<file path="src/rtl/aes_dec_round_ctrl.sv">
// Sequencer for an iterative AES-128 decryption datapath.
// Runs key expansion on a new key, then the inverse rounds NR..0.
module aes_dec_round_ctrl #(
  parameter int NR        = 10,
  parameter int KEY_STEPS = 10,
  parameter int IDX_W     = 4
) (
  input  logic             CLK,
  input  logic             RST_N,
  input  logic             IN_VALID,
  output logic             IN_READY,
  input  logic             KEY_NEW,
  output logic             LOAD_EN,
  output logic             KX_EN,
  output logic [IDX_W-1:0] KX_ROUND,
  output logic             RND_EN,
  output logic [1:0]       RND_MODE,
  output logic [IDX_W-1:0] RND_IDX,
  output logic             OUT_VALID,
  input  logic             OUT_READY,
  output logic             BUSY,
  output logic             KEY_CACHED
);

  typedef enum logic [2:0] {
    IDLE, KEXP, INIT, ROUND, FINAL, DONE
  } state_t;

  localparam logic [IDX_W-1:0] NR_I = IDX_W'(NR);
  localparam logic [IDX_W-1:0] KS_I = IDX_W'(KEY_STEPS);
  localparam logic [IDX_W-1:0] ONE  = IDX_W'(1);

  state_t           state_q, state_d;
  logic [IDX_W-1:0] cnt_q, cnt_d;
  logic             cached_q, cached_d;

  always_ff @(posedge CLK or negedge RST_N) begin
    if (!RST_N) begin
      state_q  <= IDLE;
      cnt_q    <= '0;
      cached_q <= 1'b0;
    end else begin
      state_q  <= state_d;
      cnt_q    <= cnt_d;
      cached_q <= cached_d;
    end
  end

  always_comb begin
    state_d  = state_q;
    cnt_d    = cnt_q;
    cached_d = cached_q;
    unique case (state_q)
      IDLE: begin
        if (IN_VALID) begin
          if (KEY_NEW || !cached_q) begin
            state_d  = KEXP;
            cnt_d    = ONE;
            cached_d = 1'b0;
          end else begin
            state_d = INIT;
          end
        end
      end
      KEXP: begin
        cnt_d = cnt_q + ONE;
        if (cnt_q == KS_I) begin
          cached_d = 1'b1;
          cnt_d    = '0;
          state_d  = INIT;
        end
      end
      INIT: begin
        cnt_d   = NR_I - ONE;
        state_d = (NR == 1) ? FINAL : ROUND;
      end
      ROUND: begin
        cnt_d = cnt_q - ONE;
        if (cnt_q == ONE) state_d = FINAL;
      end
      FINAL: state_d = DONE;
      DONE: begin
        if (OUT_READY) state_d = IDLE;
      end
      default: state_d = IDLE;
    endcase
  end

  logic st_idle, st_kexp, st_init;
  logic st_round, st_final, st_done;

  assign st_idle  = (state_q == IDLE);
  assign st_kexp  = (state_q == KEXP);
  assign st_init  = (state_q == INIT);
  assign st_round = (state_q == ROUND);
  assign st_final = (state_q == FINAL);
  assign st_done  = (state_q == DONE);

  always_comb begin
    IN_READY  = 1'b0;
    KX_EN     = 1'b0;
    KX_ROUND  = '0;
    RND_EN    = 1'b0;
    RND_MODE  = 2'b00;
    RND_IDX   = '0;
    OUT_VALID = 1'b0;
    unique case (1'b1)
      st_idle:  IN_READY = 1'b1;
      st_kexp: begin
        KX_EN    = 1'b1;
        KX_ROUND = cnt_q;
      end
      st_init: begin
        RND_EN  = 1'b1;
        RND_IDX = NR_I;
      end
      st_round: begin
        RND_EN   = 1'b1;
        RND_MODE = 2'b01;
        RND_IDX  = cnt_q;
      end
      st_final: begin
        RND_EN   = 1'b1;
        RND_MODE = 2'b10;
      end
      st_done:  OUT_VALID = 1'b1;
      default:  IN_READY = 1'b0;
    endcase
  end

  // Only the input handshake strobe is combinational.
  assign LOAD_EN    = IN_VALID & IN_READY;
  assign BUSY       = ~st_idle;
  assign KEY_CACHED = cached_q;

endmodule

</file>
<file path="config.mk">
export PLATFORM = sky130hd
export DESIGN_NAME = aes_dec_round_ctrl
export DESIGN_NICKNAME = d
export VERILOG_FILES = /design/src/rtl/aes_dec_round_ctrl.sv
export SDC_FILE = /design/constraint.sdc
export NUM_CORES = 1
export LEC_CHECK = 0
export ABC_AREA = 1
export CAP_MARGIN = 5
export CORE_AREA = 3 3 41 79
export DETAILED_ROUTE_END_ITERATION = 8
export DIE_AREA = 0 0 44 82
export HOLD_SLACK_MARGIN = 0.06
export PLACE_DENSITY_LB_ADDON = 0.05
export SLEW_MARGIN = 10
export SYNTH_ARGS = -nofsm -noshare
export SYNTH_HDL_FRONTEND = slang
export SYNTH_SLANG_ARGS = --single-unit
</file>
<file path="constraint.sdc">
create_clock -name CLK -period 1.6 [get_ports CLK]
set_input_delay 0.32 -clock CLK [delete_from_list [all_inputs] [get_ports CLK]]
set_output_delay 0.32 -clock CLK [all_outputs]
set_load 0.05 [all_outputs]
</file>
# --- Yosys cells after proc, flatten, opt, wreduce, memory -nomap -nowiden ---
# Cells that the tools add are included.
word_totals:
  out_inout_bits: 17
  word_cells: 49
  input_bits: 5
  regBits: 8
op_classes:
  add_sub_neg: 2
  n_eq_ne: 12
  mux: 21
  reduce_logical: 9
  bitwise: 2
op_table:
  columns: ["cell", "count"]
  rows:
  - ["$pmux 3 s6", 1]
  - ["$mux 4", 4]
  - ["$pmux 4 s4", 1]
  - ["$mux 3", 4]
  - ["$pmux 4 s2", 1]
  - ["$reduce_and 4->1", 2]
  - ["$mux 1", 7]
  - ["$eq 3x2->1 const B", 2]
  - ["$eq 3x3->1 const B", 2]
  - ["$ne 2x1->1 const B", 3]
  - ["$add 4x1->4 const B", 1]
  - ["$eq 4x1->1 const B", 1]
  - ["$eq 4x4->1 const B", 1]
  - ["$ne 2x2->1 const B", 2]
  - ["$pmux 2 s2", 1]
  - ["$reduce_bool 4->1", 1]
  - ["$sub 4x1->4 const B", 1]
  - ["$eq 3x1->1 const B", 1]
  - ["$logic_not 3->1", 1]
  - ["$reduce_and 3->1", 1]
  - ["$reduce_or 3->1", 1]
  - ["$mux 2", 1]
  - ["$pmux 1 s2", 1]
  - ["$reduce_bool 2->1", 1]
  - ["4 further kinds", 4]

# --- Logic depth before layout (Yosys ltp) ---
# Gate-level depths: netlist of the first run.
depth:
  ltp_word: 5
  mapped_depth: 8
  mapped_depth_nobuf: 8

# --- Worst setup path before layout of the first run ---
# OpenSTA, ideal clock, no wires.
synth_path:
  path_type: "reg-to-output"
  startpoint: "register state_q[0]"
  endpoint: "output port RND_EN"
  slack_ps: -473
  stages_incl_launch_ff: 5
  t_arrival_ps: 1753
  required_time_ps: 1280
  path_buffers: 1
  cell_sequence: "dfrtp_1 buf_4 inv_2 nand2_2 o21ai_0"
synth_via:
  elab_chain_len: 3
  word_cells_on_any_way: 5
  cone_classes: "eq/ne (3); mux (1); reduce/logical (1)"
synth_rtl:
  columns: ["element", "line_no", "rtl"]
  rows:
  - ["start, declared", "33", "state_t state_q, state_d;"]
  - ["start signal, assigned", "43", "state_q <= state_d;"]
  - ["$eq 3x2->1, or another cell as far along", "94", "assign st_init = (state_q == INIT);"]
  - ["$reduce_or 3->1 (no source line) (*)", null, null]
  - ["$mux 1 (*)", "107", "unique case (1'b1)"]
  - ["end, declared", "16", "output logic RND_EN,"]
# Every way passes the cells marked *; elsewhere a longest branch is shown, timed or not.

# --- Worst setup path in the final report of the first run ---
layout_path:
  startpoint: "register state_q[1]"
  endpoint: "output port LOAD_EN"
layout_via:
  elab_chain_len: 3
layout_rtl:
  columns: ["element", "line_no", "rtl"]
  rows:
  - ["$logic_not 3->1", "92", "assign st_idle = (state_q == IDLE);"]
  - ["$mux 1", "107", null]
  - ["$and 1x1->1", "132", "assign LOAD_EN = IN_VALID & IN_READY;"]
  - ["end, declared", "13", "output logic LOAD_EN,"]
# Every way passes these cells.

==> results of run 1 <==
==> cell families (layout without fill, tap and decap cells) <==
logic type | count (synthesis) | count (layout)
AND/OR/NAND/NOR | 71 | 71
buffers and inverters | 21 | 57
AO/OA/AOI/OAI | 12 | 12
flip-flops | 8 | 8
adder cells (fa/ha/maj) | 4 | 4
XOR/XNOR | 3 | 3
==> metrics by stage <==
stage          setup slack, ns  area [µm²]  hold slack, ns  cells  TNS [ns]
6_report              -0.00158        1460           0.390    184  -0.00158
5_1_grt                -0.0627        1460           0.419    184    -0.361
4_1_cts                -0.0291        1340           0.400    177   -0.0593
3_5_place_dp            0.0466        1250           0.569    172         0
3_3_place_gp            0.0748        1250           0.577    172         0
2_1_floorplan           -0.169         817          0.0244    119    -0.562
==> cells in the mapped netlist (all sizes together) <==
| cell type | count | area share (%) |
|---|---|---|
| nand2 | 31 | 17 |
| dfrtp | 8 | 26 |
| nand4 | 2 | 1.6 |
| nor2 | 23 | 13 |
| inv | 16 | 7.7 |
| ha | 4 | 6.4 |
| xor2 | 3 | 3.4 |
| o211ai | 1 | 0.96 |
| a21oi | 5 | 3.2 |
| clkinv | 1 | 0.48 |
| or2 | 1 | 0.80 |
| nand3 | 14 | 10 |
| buf | 4 | 4.5 |
| o21bai | 2 | 1.9 |
| o21ai | 4 | 3.1 |
==> layout make-up <==
type                       instances  area [µm²]
inverter                          17        66.3
timing repair buffer              37         517
multi-input combinational         90         591
tap                               29        36.3
sequential                         8         206
clock buffer                       3        41.3
fill                             285        1310
==> power groups by stage <==
stage,Sequential [W],Combinational (W),Clock [W]
after detailed placement,0.000453,0.00252,0
after CTS,0.000445,0.00266,0.000247
final,0.000465,0.00289,0.000243
after global placement,0.000447,0.00252,0
after floorplan,0.000418,0.00153,0
after global routing,0.000481,0.00308,0.000258
==> critical path: cells and delay by family, from the launching register on <==
kind | cells | cell delay [ns]
flip-flops | 1 | 0.44
AND/OR/NAND/NOR | 3 | 0.31
buffers and inverters | 2 | 0.30
==> final timing paths <==
| path | from | end | slack, ns | cells after the start |
|---|---|---|---|---|
| min in group CLK | cnt_q[3]$_DFFE_PN0P_ | cnt_q[3]$_DFFE_PN0P_ | 0.58 | 2 |
| max in group asynchronous | RST_N | cnt_q[1]$_DFFE_PN0P_ | 0.90 | 1 |
| worst min register to register | cnt_q[3]$_DFFE_PN0P_ | cnt_q[3]$_DFFE_PN0P_ | 0.58 | 2 |
| worst max-delay path | state_q[1]$_DFFE_PN0P_ | LOAD_EN | -0.002 | 5 |
| worst max register to register | state_q[0]$_DFFE_PN0P_ | state_q[2]$_DFFE_PN0P_ | 0.14 | 7 |
| worst min-delay path | RST_N | cnt_q[3]$_DFFE_PN0P_ | 0.39 | 1 |
==> flip-flops by register name (all words and copies together) (netlist names) <==
register / count
cnt_q: 4
KEY_CACHED: 1
state_q: 3
==> metal layers <==
layer | wire (µm) | vias to the layer above | global-route usage (%)
met3 | 79 | 8 | 2.41
met1 | 887 | 419 | 14.6
met5 | 0 | - | 0
met4 | 99 | 0 | 8.76
li1 | - | 444 | -
met2 | 1470 | 27 | 29.1
==> timing repair <==
action                                  4_1_cts  5_1_grt
pin swaps                                     0        2
resized for setup                            10       15
buffers inserted                              2        7
endpoints found under the setup margin       15       14
==> key figures, run 1 <==
Drt
  • Antenna-violating nets left: 0
  • Via count: 898
  • 1st-pass router iterations: 4
  • Initial DRC Count: 14
  • Routed len/inst: 13.8 µm
  • Wirelength, routed: 2530 µm
  • Via/cell ratio: 4.88
  • Residual DRC count: 0

Clock tree
  • Worst-Skew Late Latency: 0.23 ns
  • H-tree depth: 1
  • CTS tree: yes
  • Clk slew on worst S/H paths: 0.04 ns
  • Clk sink count: 8
  • Clock buffer depth: 2
  • Hold-fix buffers, CTS: 0
  • Cts bufs inserted: 3
  • Root Buffer: clkbuf_8

Setup path
  • Slowest stage delay, CP: 0.44 ns
  • Crit. End Element: primary output
  • WP data arrival: 1.28 ns
  • Max FO, Critical Path: 5
  • Path type of the worst setup path: flip-flop to primary output
  • CP Launch Type: flip-flop
  • Worst endpoint required time: 1.28 ns
  • CP Cell Sequence: buf_4 > nor2_4 > nand2_4 > nor2_4 > buf_12
  • Crit path top cell by count: nor2_4
  • Crit-path slowest cell: dfrtp_2

Final layout
  • Final core occ: 52.6%
  • Share of cells above drive strength 1: 47.7%
  • Syn-to-layout area delta: 87.3%
  • Nets: 166
  • N_diodes: 0
  • Most common cell after layout, fill and taps aside: nand2_1
  • Most frequent cells in the layout: nand2_1, buf_12, buf_4

Placement
  • Routability cong.: 0.869
  • Hpwl dp: 2000 µm
  • I/O Buffers: 21

Power
  • Clock share of power: 6.8%
  • Leak Pwr: 0.689 nW
  • Reg power frac: 12.9%
  • VDD IR max: 1200 µV
  • Design Power: 0.00359 W
  • Combinational Power Share: 80.3%
  • Sw power: 0.00187 W
  • Sw frac: 52.0%
  • PwrDens: 2470 nW/µm²
  • Int Pwr: 0.00172 W

GRT
  • Global-route wire length before repair: 4100 µm
  • Vias in the first global route: 921
  • Initial antenna violation count: 0
  • Grt total ovfl: 0
  • Global Route Usage Sum: 15.3%
  • Largest net degree at the start of global routing: 9

Synthesis
  • Compound-Gate Fraction of Synth Area: 9.16%
  • Library cells used by synthesis: 24
  • Synth Area in XOR/XNOR: 3.38%
  • Fraction of the mapped netlist area in adder cells: 6.43%
  • Post-synthesis sequential area ratio: 25.7%
  • Simple-gate share of the synthesized area: 42.6%
  • Synthesized net count: 128
  • Synth Warn #: 0
  • Largest family of logic cells by synthesized area: simple AND/OR/NAND/NOR gates
  • Yosys reg bits: 8
  • Synthesized cell area: 778 µm²
  • Gate Count Post-Synth: 119
  • Syn avg cell area: 6.54 µm²
  • Multiplexer share of the synthesized area: 0%

Die
  • IO Pins: 22
  • Row cnt: 27
  • Initial Util: 28.1%
  • DIE AREA: 3610 µm²
  • Die H: 82 µm
  • Core area: 2770 µm²
  • Die Wd: 44 µm

STA
  • Count of final setup violators: 1
  • Final count of pins violating max slew: 0
  • Final Skew: 0.00520 ns
  • Final critical-path required period: 1.60 ns
  • Fmax: 624 MHz
  • RSZ-0062 raised after global routing: true
  • Setup slack after layout: -0.00158 ns
  • Final Hold Viols: 0
  • Crit share post-route: 100%
  • Slew headroom: 72.9%
  • Worst-margin pin slew: 0.405 ns

Status
  • Failing checks: setup timing
  • Status: finished with violations

Min path
  • Worst Hold Class: input pin to async pin

Job
  • Max cap viols: 0
No activity file was read; power rests on OpenSTA's default activity.
==> run 2: changes to the inputs <==
Settings changed: ABC_CLOCK_PERIOD_IN_PS set to 1600.
==> results of run 2 <==
Same layout as run 1: the final DEF is identical, and so are final timing and power.
==> run 3: changes to the inputs <==
Settings changed: CAP_MARGIN 5 to not set, CORE_AREA 3 3 41 79 to 2 2 40 78, DIE_AREA 0 0 44 82 to 0 0 42 80.
==> key figures, run 3 (synthesis results as in run 1) <==
Status
  • Status: finished with violations
  • Failing checks: setup timing

Setup path
  • Max FO, Critical Path: 6 (+1)
  • CP delay by family, top: flip-flops
  • Crit-path slowest cell: dfrtp_2
  • Critical R2R Launch: cnt_q[1]$_DFFE_PN0P_
  • CP Depth: 4 (-1)
  • Worst Reg-to-Reg Cells: 5 (-2)
  • Slowest stage delay, CP: 0.44 ns (about the same)
  • Crit. End Element: primary output
  • Path type of the worst setup path: flip-flop to primary output
  • Worst Path Buf+Inv: 2 (unchanged)
  • CP Launch Type: flip-flop
  • CP Cell Sequence: inv_2 > nand2_1 > nor2_4 > buf_12
  • Worst R2R Setup Slack: 0.12 ns (-0.02 ns)
  • WP data arrival: 1.29 ns (about the same)
  • R2r endpoint: cnt_q[1]$_DFFE_PN0P_
  • Worst endpoint required time: 1.28 ns (about the same)

STA
  • Count of final setup violators: 3 (+2)
  • Crit share post-route: 101% (+0.40 points)
  • RSZ-0062 raised after global routing: true
  • Setup TNS: -0.0113 ns (-0.00968 ns)
  • Final Hold Viols: 0 (unchanged)
  • Hold slack: 0.377 ns (-0.0129 ns)
  • Worst-margin pin slew: 0.388 ns (-0.0179 ns)
  • Final count of pins violating max slew: 0 (unchanged)
  • Slew headroom: 74.1% (+1.2 points)
  • Final critical-path required period: 1.61 ns (+0.00648 ns)
  • Final Skew: 0.00704 ns (+0.00184 ns)
  • Setup slack after layout: -0.00806 ns (-0.00648 ns)
  • Fmax: 622 MHz (-0.40%)

Clock tree
  • Cts bufs inserted: 3 (unchanged)
  • CTS tree: yes
  • Root Buffer: clkbuf_8
  • H-tree depth: 1 (unchanged)
  • Worst-Skew Late Latency: 0.23 ns (about the same)
  • Clock buffer depth: 2 (unchanged)
  • Clk slew on worst S/H paths: 0.05 ns (about the same)
  • Clk sink count: 8 (unchanged)

GRT
  • Largest net degree at the start of global routing: 9 (unchanged)
  • Grt total ovfl: 0 (unchanged)
  • Global-route wire length before repair: 4000 µm (-2.3%)
  • Vias in the first global route: 919 (-0.22%)
  • Global Route Usage Sum: 15.5% (+0.20 points)
  • Initial antenna violation count: 0 (unchanged)

Final layout
  • Nets: 167 (+0.60%)
  • Biggest register: cnt_q
  • Most common cell after layout, fill and taps aside: nand2_1
  • Max FFs per register: 4 (unchanged)
  • Syn-to-layout area delta: 86.0%
  • Fin cells: 185 (+0.54%)
  • Final instance area: 1450 µm² (-0.69%)
  • Share of cells above drive strength 1: 46.2% (-1.6 points)
  • Final core occ: 52.9% (+0.28 points)
  • Most frequent cells in the layout: nand2_1, buf_12, buf_4
  • Fill cell total of the finished layout: 268 (-6.0%)
  • N_diodes: 0 (unchanged)

Power
  • PwrDens: 2450 nW/µm² (-0.54%)
  • Leak Pwr: 0.690 nW (+0.21%)
  • VDD IR max: 1170 µV (-2.6%)

Die
  • Row cnt: 27 (unchanged)
  • IO Pins: 22 (unchanged)
  • Core area: 2740 µm² (-1.2%)
  • DIE AREA: 3360 µm² (-6.9%)
  • Die Wd: 42 µm (-4.5%)
  • Die H: 80 µm (-2.4%)
  • Initial Util: 28.4% (+0.35 points)

Placement
  • Routability cong.: 0.827 (-4.8%)
  • Placed inst area: 1260 µm² (+1.2%)
  • Post-Place Cells: 174 (+1.2%)
  • I/O Buffers: 21 (unchanged)
  • Hpwl dp: 1980 µm (-0.94%)

Job
  • Max cap viols: 0 (unchanged)

Min path
  • Worst Hold Class: input pin to async pin

Drt
  • 1st-pass router iterations: 4 (unchanged)
  • Via/cell ratio: 4.91 (+0.57%)
  • Via count: 908 (+1.1%)
  • Residual DRC count: 0 (unchanged)
  • Wirelength, routed: 2440 µm (-3.7%)
  • Initial DRC Count: 21 (+7)
  • Routed len/inst: 13.2 µm (-4.2%)
  • Antenna-violating nets left: 0 (unchanged)
## run 3: timing repair
item,in CTS,in global routing
pin swaps,2,2
buffers inserted,3,5
setup endpoints to repair,15,14
resized for setup,14,7
hold buffers,0,0
gates cloned,0,0
## run 3: layer usage
| metal | wire length [µm] | GRT usage [%] | vias up |
|---|---|---|---|
| li1 | - | - | 448 |
| met3 | 65 | 1.58 | 4 |
| met5 | 0 | 0 | - |
| met1 | 846 | 14.7 | 435 |
| met2 | 1510 | 32.5 | 21 |
| met4 | 21 | 4.84 | 0 |
## run 3: layout make-up
type                    instances  area (µm²)  area share [%]
multi-input cells              90         588            40.6
repair buffers                 38         512            35.4
flip-flops and latches          8         204            14.1
inverters                      17        66.3            4.58
clock buffers                   3        41.3            2.85
well taps                      29        36.3            2.51
## run 3: worst max-delay path by stage
stage / from / to
2_1_floorplan: state_q[2]$_DFFE_PN0P_ / RND_IDX[1]
3_3_place_gp: state_q[1]$_DFFE_PN0P_ / RND_IDX[3]
3_5_place_dp: state_q[1]$_DFFE_PN0P_ / RND_IDX[1]
4_1_cts: state_q[1]$_DFFE_PN0P_ / KX_EN
5_1_grt: state_q[1]$_DFFE_PN0P_ / RND_IDX[3]
6_report: state_q[1]$_DFFE_PN0P_ / KX_EN
## run 3: power breakdown
part | internal (W) | switching [W]
Sequential | 0.000304 | 0.000151
Clock | 0.000164 | 0.0000862
Combinational | 0.00123 | 0.00162
## run 3: through the flow
| step | worst slack [ns] | total power [W] |
|---|---|---|
| 3_5_place_dp | 0.0729 | 0.00300 |
| 2_1_floorplan | -0.169 | 0.00194 |
| 6_report | -0.00806 | 0.00355 |
| 4_1_cts | -0.00266 | 0.00341 |
| 5_1_grt | -0.0547 | 0.00377 |
| 3_3_place_gp | 0.113 | 0.00298 |
